$ cat src/rtl/edge_event_arbiter.sv
// edge_event_arbiter: detects rising edges on N level inputs, holds one
// pending bit per channel, and presents pending channels one at a time
// through a valid/ready event port using round-robin selection. A second
// edge on a channel that is still pending is merged and flagged in a sticky
// overflow bit.
//
// Handshake: evt_valid/evt_id are registered. Once evt_valid is high it stays
// high with evt_id stable until a rising clk edge sees evt_valid & evt_ready;
// that edge is the transfer. evt_ready may toggle freely and never affects
// evt_valid combinationally.
module edge_event_arbiter #(
  parameter int N = 4
) (
  input  logic                 clk,
  input  logic                 rst,
  input  logic [N-1:0]         in,
  input  logic [N-1:0]         mask,
  output logic                 evt_valid,
  output logic [$clog2(N)-1:0] evt_id,
  input  logic                 evt_ready,
  input  logic                 ovf_clr,
  output logic [N-1:0]         ovf,
  output logic                 busy
);

  localparam int W = $clog2(N);

  typedef enum logic {IDLE = 1'b0, HOLD = 1'b1} state_t;

  state_t         state;
  logic [N-1:0]   prev;
  logic [N-1:0]   pending;
  logic [W-1:0]   rr_ptr;

  logic [N-1:0]   edge_vec;
  logic [N-1:0]   clr_vec;
  logic           hs;
  logic           found;
  logic [W-1:0]   sel;
  logic [W-1:0]   idx_w;
  int             idx;

  assign hs       = evt_valid & evt_ready;
  assign edge_vec = in & ~prev & mask;
  assign busy     = (|pending) | evt_valid;

  // One-hot clear of the channel being transferred this cycle.
  always_comb begin
    clr_vec = '0;
    for (int i = 0; i < N; i++) begin
      clr_vec[i] = hs && (evt_id == W'(i));
    end
  end

  // Round-robin search: first pending channel at or above rr_ptr, wrapping.
  always_comb begin
    found = 1'b0;
    sel   = '0;
    idx   = 0;
    idx_w = '0;
    for (int j = 0; j < N; j++) begin
      idx = int'(rr_ptr) + j;
      if (idx >= N) idx = idx - N;
      idx_w = W'(idx);
      if (!found && pending[idx_w]) begin
        found = 1'b1;
        sel   = idx_w;
      end
    end
  end

  // Edge history; resets to ones so a level held across reset is not an edge.
  always_ff @(posedge clk or posedge rst) begin
    if (rst) prev <= '1;
    else     prev <= in;
  end

  // Pending bits: a new edge wins over the clear from a same-cycle transfer.
  always_ff @(posedge clk or posedge rst) begin
    if (rst) pending <= '0;
    else     pending <= (pending & ~clr_vec) | edge_vec;
  end

  // Sticky overflow: edge on a still-pending, not-being-served channel; set beats clear.
  always_ff @(posedge clk or posedge rst) begin
    if (rst) ovf <= '0;
    else     ovf <= (ovf_clr ? '0 : ovf) | (edge_vec & pending & ~clr_vec);
  end

  // Grant FSM: IDLE picks a pending channel, HOLD presents it until transfer.
  always_ff @(posedge clk or posedge rst) begin
    if (rst) begin
      state     <= IDLE;
      evt_valid <= 1'b0;
      evt_id    <= '0;
      rr_ptr    <= '0;
    end else begin
      case (state)
        IDLE: begin
          if (found) begin
            evt_id    <= sel;
            evt_valid <= 1'b1;
            state     <= HOLD;
          end
        end
        HOLD: begin
          if (evt_ready) begin
            evt_valid <= 1'b0;
            rr_ptr    <= (evt_id == W'(N - 1)) ? '0 : evt_id + 1'b1;
            state     <= IDLE;
          end
        end
        default: begin
          evt_valid <= 1'b0;
          state     <= IDLE;
        end
      endcase
    end
  end

endmodule
$ cat config.mk
export PLATFORM = sky130hd
export DESIGN_NAME = edge_event_arbiter
export DESIGN_NICKNAME = d
export VERILOG_FILES = /design/src/rtl/edge_event_arbiter.sv
export SDC_FILE = /design/constraint.sdc
export NUM_CORES = 1
export LEC_CHECK = 0
export ABC_AREA = 1
export CAP_MARGIN = 20
export CORE_MARGIN = 2
export CORE_UTILIZATION = 45
export CTS_BUF_LIST = sky130_fd_sc_hd__clkbuf_16
export DETAILED_ROUTE_END_ITERATION = 16
export GPL_ROUTABILITY_DRIVEN = 0
export GPL_TIMING_DRIVEN = 0
export PLACE_DENSITY = 0.75
export SLEW_MARGIN = 20
export SYNTH_ARGS = -nofsm -noshare
export SYNTH_HDL_FRONTEND = slang
export SYNTH_SLANG_ARGS = --single-unit
$ cat constraint.sdc
create_clock -name clk -period 1.6 [get_ports clk]
set_input_delay 0.24 -clock clk [delete_from_list [all_inputs] [get_ports clk]]
set_output_delay 0.24 -clock clk [all_outputs]
set_load 0.01 [all_outputs]
==> results of run 1 <==
## report_power, final
| group | total (mW) | switching (mW) | internal (mW) |
|---|---|---|---|
| registers | 0.716 | 0.132 | 0.583 |
| clock network | 0.488 | 0.157 | 0.332 |
| logic | 1.18 | 0.716 | 0.467 |
## layout make-up
cell class                 instances  area, sq um  area share [%]
inverter                          21         78.8            5.82
clock inverter                     1         3.75           0.277
tap                               28         35.0            2.59
buffer                             1         11.3           0.832
clock buffer                       3         75.1            5.55
timing repair buffer              21          204            15.1
sequential                        18          455            33.6
multi-input combinational         91          490            36.2
## through the flow
step	std cells	utilization, %	hold slack [ns]	cell area, sq um	power, mW
2_1_floorplan	131	-	0.176	1040	1.58
3_3_place_gp	178	57.6	0.518	1260	1.85
3_5_place_dp	178	57.6	0.523	1260	1.90
4_1_cts	183	61.5	0.408	1350	2.40
5_1_grt	184	61.8	0.438	1350	2.61
6_report	184	61.8	0.382	1350	2.39
## path summary, 6_finish.rpt
kind | start | endpoint | slack, ns
min in group clk | in[0] | prev[0]$_DFF_PP1_ | 0.43
worst min register to register | ovf[1]$_DFF_PP0_ | ovf[1]$_DFF_PP0_ | 0.53
worst max register to register | rr_ptr[0]$_DFFE_PP0P_ | evt_id[1]$_DFFE_PP0P_ | 0.23
worst min-delay path | rst | ovf[2]$_DFF_PP0_ | 0.38
worst max-delay path | pending[3]$_DFF_PP0_ | busy | 0.07
max in group asynchronous | rst | rr_ptr[1]$_DFFE_PP0P_ | 0.80
## sequential cells by signal (all words and copies together), names as in the netlist
name / count
evt_id: 2
prev: 4
state: 1
pending: 4
evt_valid: 1
rr_ptr: 2
ovf: 4
## per-layer routing
| layer | share of wire (%) | vias up | GRT usage [%] |
|---|---|---|---|
| met2 | 52 | 16 | 34.0 |
| li1 | - | 465 | - |
| met1 | 43 | 411 | 21.9 |
| met3 | 3.7 | 4 | 3.74 |
| met5 | 0 | - | 0 |
| met4 | 1.0 | 0 | 6.58 |
## cells by family (layout without fill, tap and decap cells)
logic type,count (synthesis),count (layout),synth area share (%)
flops,18,18,44.0
simple gates,77,77,36.8
compound gates,10,10,5.68
buf+inv,22,47,8.70
fa+ha+maj,4,4,4.83
## what timing repair did
action | CTS | global route
pin swaps | 1 | 1
endpoints found under the setup margin | 1 | 1
setup buffers | 1 | 1
gates resized for setup | 2 | 2
## cell usage in the layout (no fill, tap or decap), drive strengths merged
cell and count:
buf 3, dfrtp 14, o21ai 2, nand2 52
inv 21, clkbuf 3, dlygate4sd2 1, a21oi 2
ha 4, clkinv 1, nand3b 4, o22ai 4
o31ai 1, dfstp 4, nand4 2, nor2 4
a31oi 1, clkdlybuf4s50 18, and2 1, nand3 14
==> results.txt, run 1 <==
Gr usage total: 18.8%
Clk sinks: 18
Unique masters post-synth: 23
Cell Chain, Critical Path: inv_2 > nand4_1 > inv_2 > nand2_1 > dlygate4sd2_1
Post-synth top area share: 33.8%
Max stage delay on crit path: 0.40 ns
Ys Warns: 0
Area leader, netlist: dfrtp_1
Post-route ant nets: 0
IO Pins: 20
Min cycle time layout: 1.53 ns
GR Overflow Total: 0
Worst path top cell family by delay: buffers and inverters
Num rows: 17
Pre-CTS WS: 0.101 ns
DP HPWL: 1680 um
Share of layout cells above drive strength 1: 18.6%
Worst endpoint required time: 1.36 ns
Worst R2R Path Depth: 10
Clk_skew: 0.00322 ns
DR pass1 iterations: 4
Initial antenna violation count: 0
Final wirelength: 2060 um
CP Depth: 5
Hold_buf cts: 0
Setup TNS Final: 0 ns
CTS tree: built
Largest net degree at the start of global routing: 19
VDD IR max: 1.39 mV
Die area: 0.00270 sq mm
RSZ-0062 raised after global routing: no
Crit-path slowest cell: dfrtp_1
Ys flop type: dfrtp_1
Syn Inst Count: 131
Top cell by count, worst path: inv_2
Core footprint: 0.00219 sq mm
Status: complete, no violations
Final WS setup: 0.0750 ns
Htree depth: 1
Critical path data arrival time: 1.29 ns
Die Ht: 52.0 um
Wire length of the first global-routing pass: 3790 um
Clock transition at path regs: 0.05 ns
CP Capture Type: primary output
Fill cells: 188
Synth Net Count: 147
Syn Std Cell Area: 0.00104 sq mm
DRC marker count from the first detailed-route iteration: 8
Least-Margin Pin Slew: 0.652 ns
Post-synth EDFFs: 0
Avg Cell Area, Syn: 7.91 sq um
Nets: 173
Worst setup SP type: flop
Total CTS buffers: 3
Port bufs: 19
# DRC: 0
Hold Path Class: input port to asynchronous set/reset pin
Drt wl/cell: 11.2 um
Longest Clk Path Bufs: 2
Critical path peak fanout: 3
Setup-failing EPs final: 0
Clk Latency, worst-skew pair: 0.25 ns
Most numerous cell in the Yosys netlist: nand2_1
Seq cells post-synth: 18
Area contributors post-synth: dfrtp_1 34%, nand2_1 16%, dfstp_2 10%
Final period util: 95.3%
Async SR Flop Fraction: 100%
Via Count: 896
Ant diodes: 0
Vias in the first global route: 916
Critical path buffer and inverter count: 3
Fmax: 656 MHz
Die width: 52.0 um
Relative slew slack: 56.5%
Area grow syn2layout: 30.7%
Final Slew Violations: 0
P_leak: 0.683 nW
Initial core utilization: 47.3%
Pwr dens: 1760 mW/mm^2
Clock root buffer: clkbuf_16
Seq/Total Area, Yosys: 44.0%
CP Class: flop to primary output
Most instantiated cells after synthesis: 45 x nand2_1, 17 x inv_1, 14 x dfrtp_1
Final hold violation count: 0
Via density: 4.87
# Max-Cap Violations: 0
(Power assumes the default switching activity.)
==> run 2: changes to the inputs <==
--- a/config.mk
+++ b/config.mk
@@ -7,13 +7,12 @@
 export LEC_CHECK = 0
 export ABC_AREA = 1
 export CAP_MARGIN = 20
-export CORE_MARGIN = 2
-export CORE_UTILIZATION = 45
+export CORE_UTILIZATION = 25
 export CTS_BUF_LIST = sky130_fd_sc_hd__clkbuf_16
 export DETAILED_ROUTE_END_ITERATION = 16
 export GPL_ROUTABILITY_DRIVEN = 0
 export GPL_TIMING_DRIVEN = 0
-export PLACE_DENSITY = 0.75
+export PLACE_DENSITY = 0.48
 export SLEW_MARGIN = 20
 export SYNTH_ARGS = -nofsm -noshare
 export SYNTH_HDL_FRONTEND = slang
==> run 2 against run 1 <==
  * Worst setup slack got worse by 0.013 ns
  * Global-route usage is 7.5 points lower
  * First-iteration DRC count grew to 5.1 times the previous value
  * Critical endpoint is now state$_DFF_PP0_
  * Clock power is essentially flat
  * Critical path depth is 4 higher
  * Maximum frequency decreased by 0.81%
  * Via count is 3.7% higher
  * Clock skew barely moved
  * Die area grew 63%
==> results.txt, run 2 (same netlist as run 1, synthesis figures left out) <==
VDD IR max: 0.598 mV
Hold slack: 0.394 ns
Clk_skew: 0.00320 ns
Clock transition at path regs: 0.05 ns
Most frequent cells in the layout: 45 x nand2_1, 18 x clkdlybuf4s50_1, 14 x dfrtp_1
Die area: 0.00441 sq mm
Nets: 178
Worst path top cell family by delay: buffers and inverters
Setup-failing EPs final: 0
Final hold violation count: 0
Vias in the first global route: 953
Final WS setup: 0.0624 ns
Largest net degree at the start of global routing: 19
Critical path buffer and inverter count: 6
Pwr dens: 1690 mW/mm^2
Critical path peak fanout: 3
Total CTS buffers: 3
DR pass1 iterations: 4
Status: complete, no violations
Clk sinks: 18
Fin util: 35.8%
Htree depth: 1
Wire length of the first global-routing pass: 3820 um
DRC marker count from the first detailed-route iteration: 41
Via Count: 929
Worst r2r dst: state$_DFF_PP0_
# DRC: 0
Most common cell after layout, fill and taps aside: nand2_1
Longest Clk Path Bufs: 2
Die Ht: 66.4 um
Crit path to: state$_DFF_PP0_
IO Pins: 20
Gr usage total: 11.3%
GRT met1 Usage: 13.4%
Fill cells: 420
Critical Path Start: pending[0]$_DFF_PP0_
Min cycle time layout: 1.54 ns
Fmax: 650 MHz
CP Class: flop to flop
Critical path data arrival time: 1.67 ns
Least-Margin Pin Slew: 0.673 ns
Pwr Total: 2.42 mW
Worst r2r src: pending[0]$_DFF_PP0_
Relative slew slack: 55.1%
Clk Latency, worst-skew pair: 0.24 ns
Grt met3 use: 1.72%
Met2 Usage GRT: 19.9%
Initial core utilization: 25.9%
CP Capture Type: flop
# Max-Cap Violations: 0
Max stage delay on crit path: 0.41 ns
Reg2Reg Setup Slack: 0.06 ns
Worst setup SP type: flop
Area grow syn2layout: 38.2%
DP HPWL: 1730 um
Initial antenna violation count: 0
Final wirelength: 2150 um
P_leak: 0.707 nW
Hold Path Class: input port to asynchronous set/reset pin
GR Overflow Total: 0
CTS tree: built
Final Slew Violations: 0
CP Depth: 9
Cell Chain, Critical Path: inv_2 > nand4_1 > buf_4 > buf_4 > buf_4 > buf_4 > buf_6 > nor2_4 > nor2_1
Final period util: 96.1%
Die width: 66.4 um
Crit-path slowest cell: dfrtp_1
Core footprint: 0.00400 sq mm
Ant diodes: 0
Drt wl/cell: 10.2 um
Port bufs: 19
Share of layout cells above drive strength 1: 22.4%
Largest registers: ovf x4, pending x4, prev x4
Final instance area: 0.00143 sq mm
Worst endpoint required time: 1.73 ns
Worst R2R Path Depth: 9
Post-route ant nets: 0
Placement Cell Area: 0.00129 sq mm
Pre-CTS WS: 0.0860 ns
Num rows: 23
Top cell by count, worst path: buf_4
Via density: 4.40
Gr busiest metal: met2
Clock root buffer: clkbuf_16
-- run 2: cell count changes in the layout (fill, tap and decap cells not counted) --
cell / change
buf_4: +4
buf_6: +1
clkdlybuf4s15_1: +1
dlygate4sd2_1: -1
inv_1: -1
inv_2: +1
nor2_1: -1
nor2_4: +1
-- run 2: worst min-delay path by stage --
stage | slack [ns] | end | cells after the start | startpoint
floorplan | 0.18 | evt_id[0]$_DFFE_PP0P_ | 1 | rst
global placement | 0.52 | pending[3]$_DFF_PP0_ | 2 | pending[3]$_DFF_PP0_
detailed placement | 0.52 | pending[3]$_DFF_PP0_ | 2 | pending[3]$_DFF_PP0_
CTS | 0.42 | pending[0]$_DFF_PP0_ | 2 | rst
global route | 0.44 | prev[1]$_DFF_PP1_ | 1 | in[1]
finish | 0.39 | ovf[0]$_DFF_PP0_ | 2 | rst
-- run 2: area by class of cell --
cell class | count | area (sq um) | area share [%]
Multi-Input combinational cell | 91 | 498 | 34.8
Sequential cell | 18 | 455 | 31.8
Timing Repair Buffer | 26 | 246 | 17.2
Inverter | 21 | 78.8 | 5.51
Clock buffer | 3 | 75.1 | 5.24
Tap cell | 50 | 62.6 | 4.37
Buffer | 1 | 11.3 | 0.787
Clock inverter | 1 | 3.75 | 0.262
-- run 2: timing repair --
| item | 4_1_cts | 5_1_grt |
|---|---|---|
| setup endpoints to repair | 1 | 2 |
| gates resized for setup | 5 | 4 |
| hold buffers | 0 | 0 |
| setup buffers | 6 | 2 |
| pin swaps | 1 | 3 |
-- run 2: stage by stage --
| step | setup TNS, ns | std cells |
|---|---|---|
| 4_1_cts | -0.0221 | 210 |
| 6_report | 0 | 211 |
| 2_1_floorplan | 0 | 131 |
| 3_3_place_gp | 0 | 200 |
| 3_5_place_dp | 0 | 200 |
| 5_1_grt | -0.00419 | 211 |
-- run 2: metal layers --
metal | share of wire, % | wire, um
met5 | 0 | 0
met3 | 3.1 | 67
met4 | 1.3 | 29
met1 | 45 | 959
met2 | 51 | 1100
-- run 2: power breakdown --
group	internal [mW]	leakage (nW)	switching [mW]
combinational	0.495	0.460	0.717
clock	0.331	0.0385	0.154
sequential	0.584	0.209	0.136
total	1.41	0.707	1.01
==> run 3: changes to the inputs <==
--- a/config.mk
+++ b/config.mk
@@ -9,6 +9,7 @@
 export CAP_MARGIN = 20
 export CORE_UTILIZATION = 25
 export CTS_BUF_LIST = sky130_fd_sc_hd__clkbuf_16
+export CTS_CLUSTER_DIAMETER = 200
 export DETAILED_ROUTE_END_ITERATION = 16
 export GPL_ROUTABILITY_DRIVEN = 0
 export GPL_TIMING_DRIVEN = 0
==> results of run 3 <==
Same layout as run 2: the final DEF is identical, and so are final timing and power.
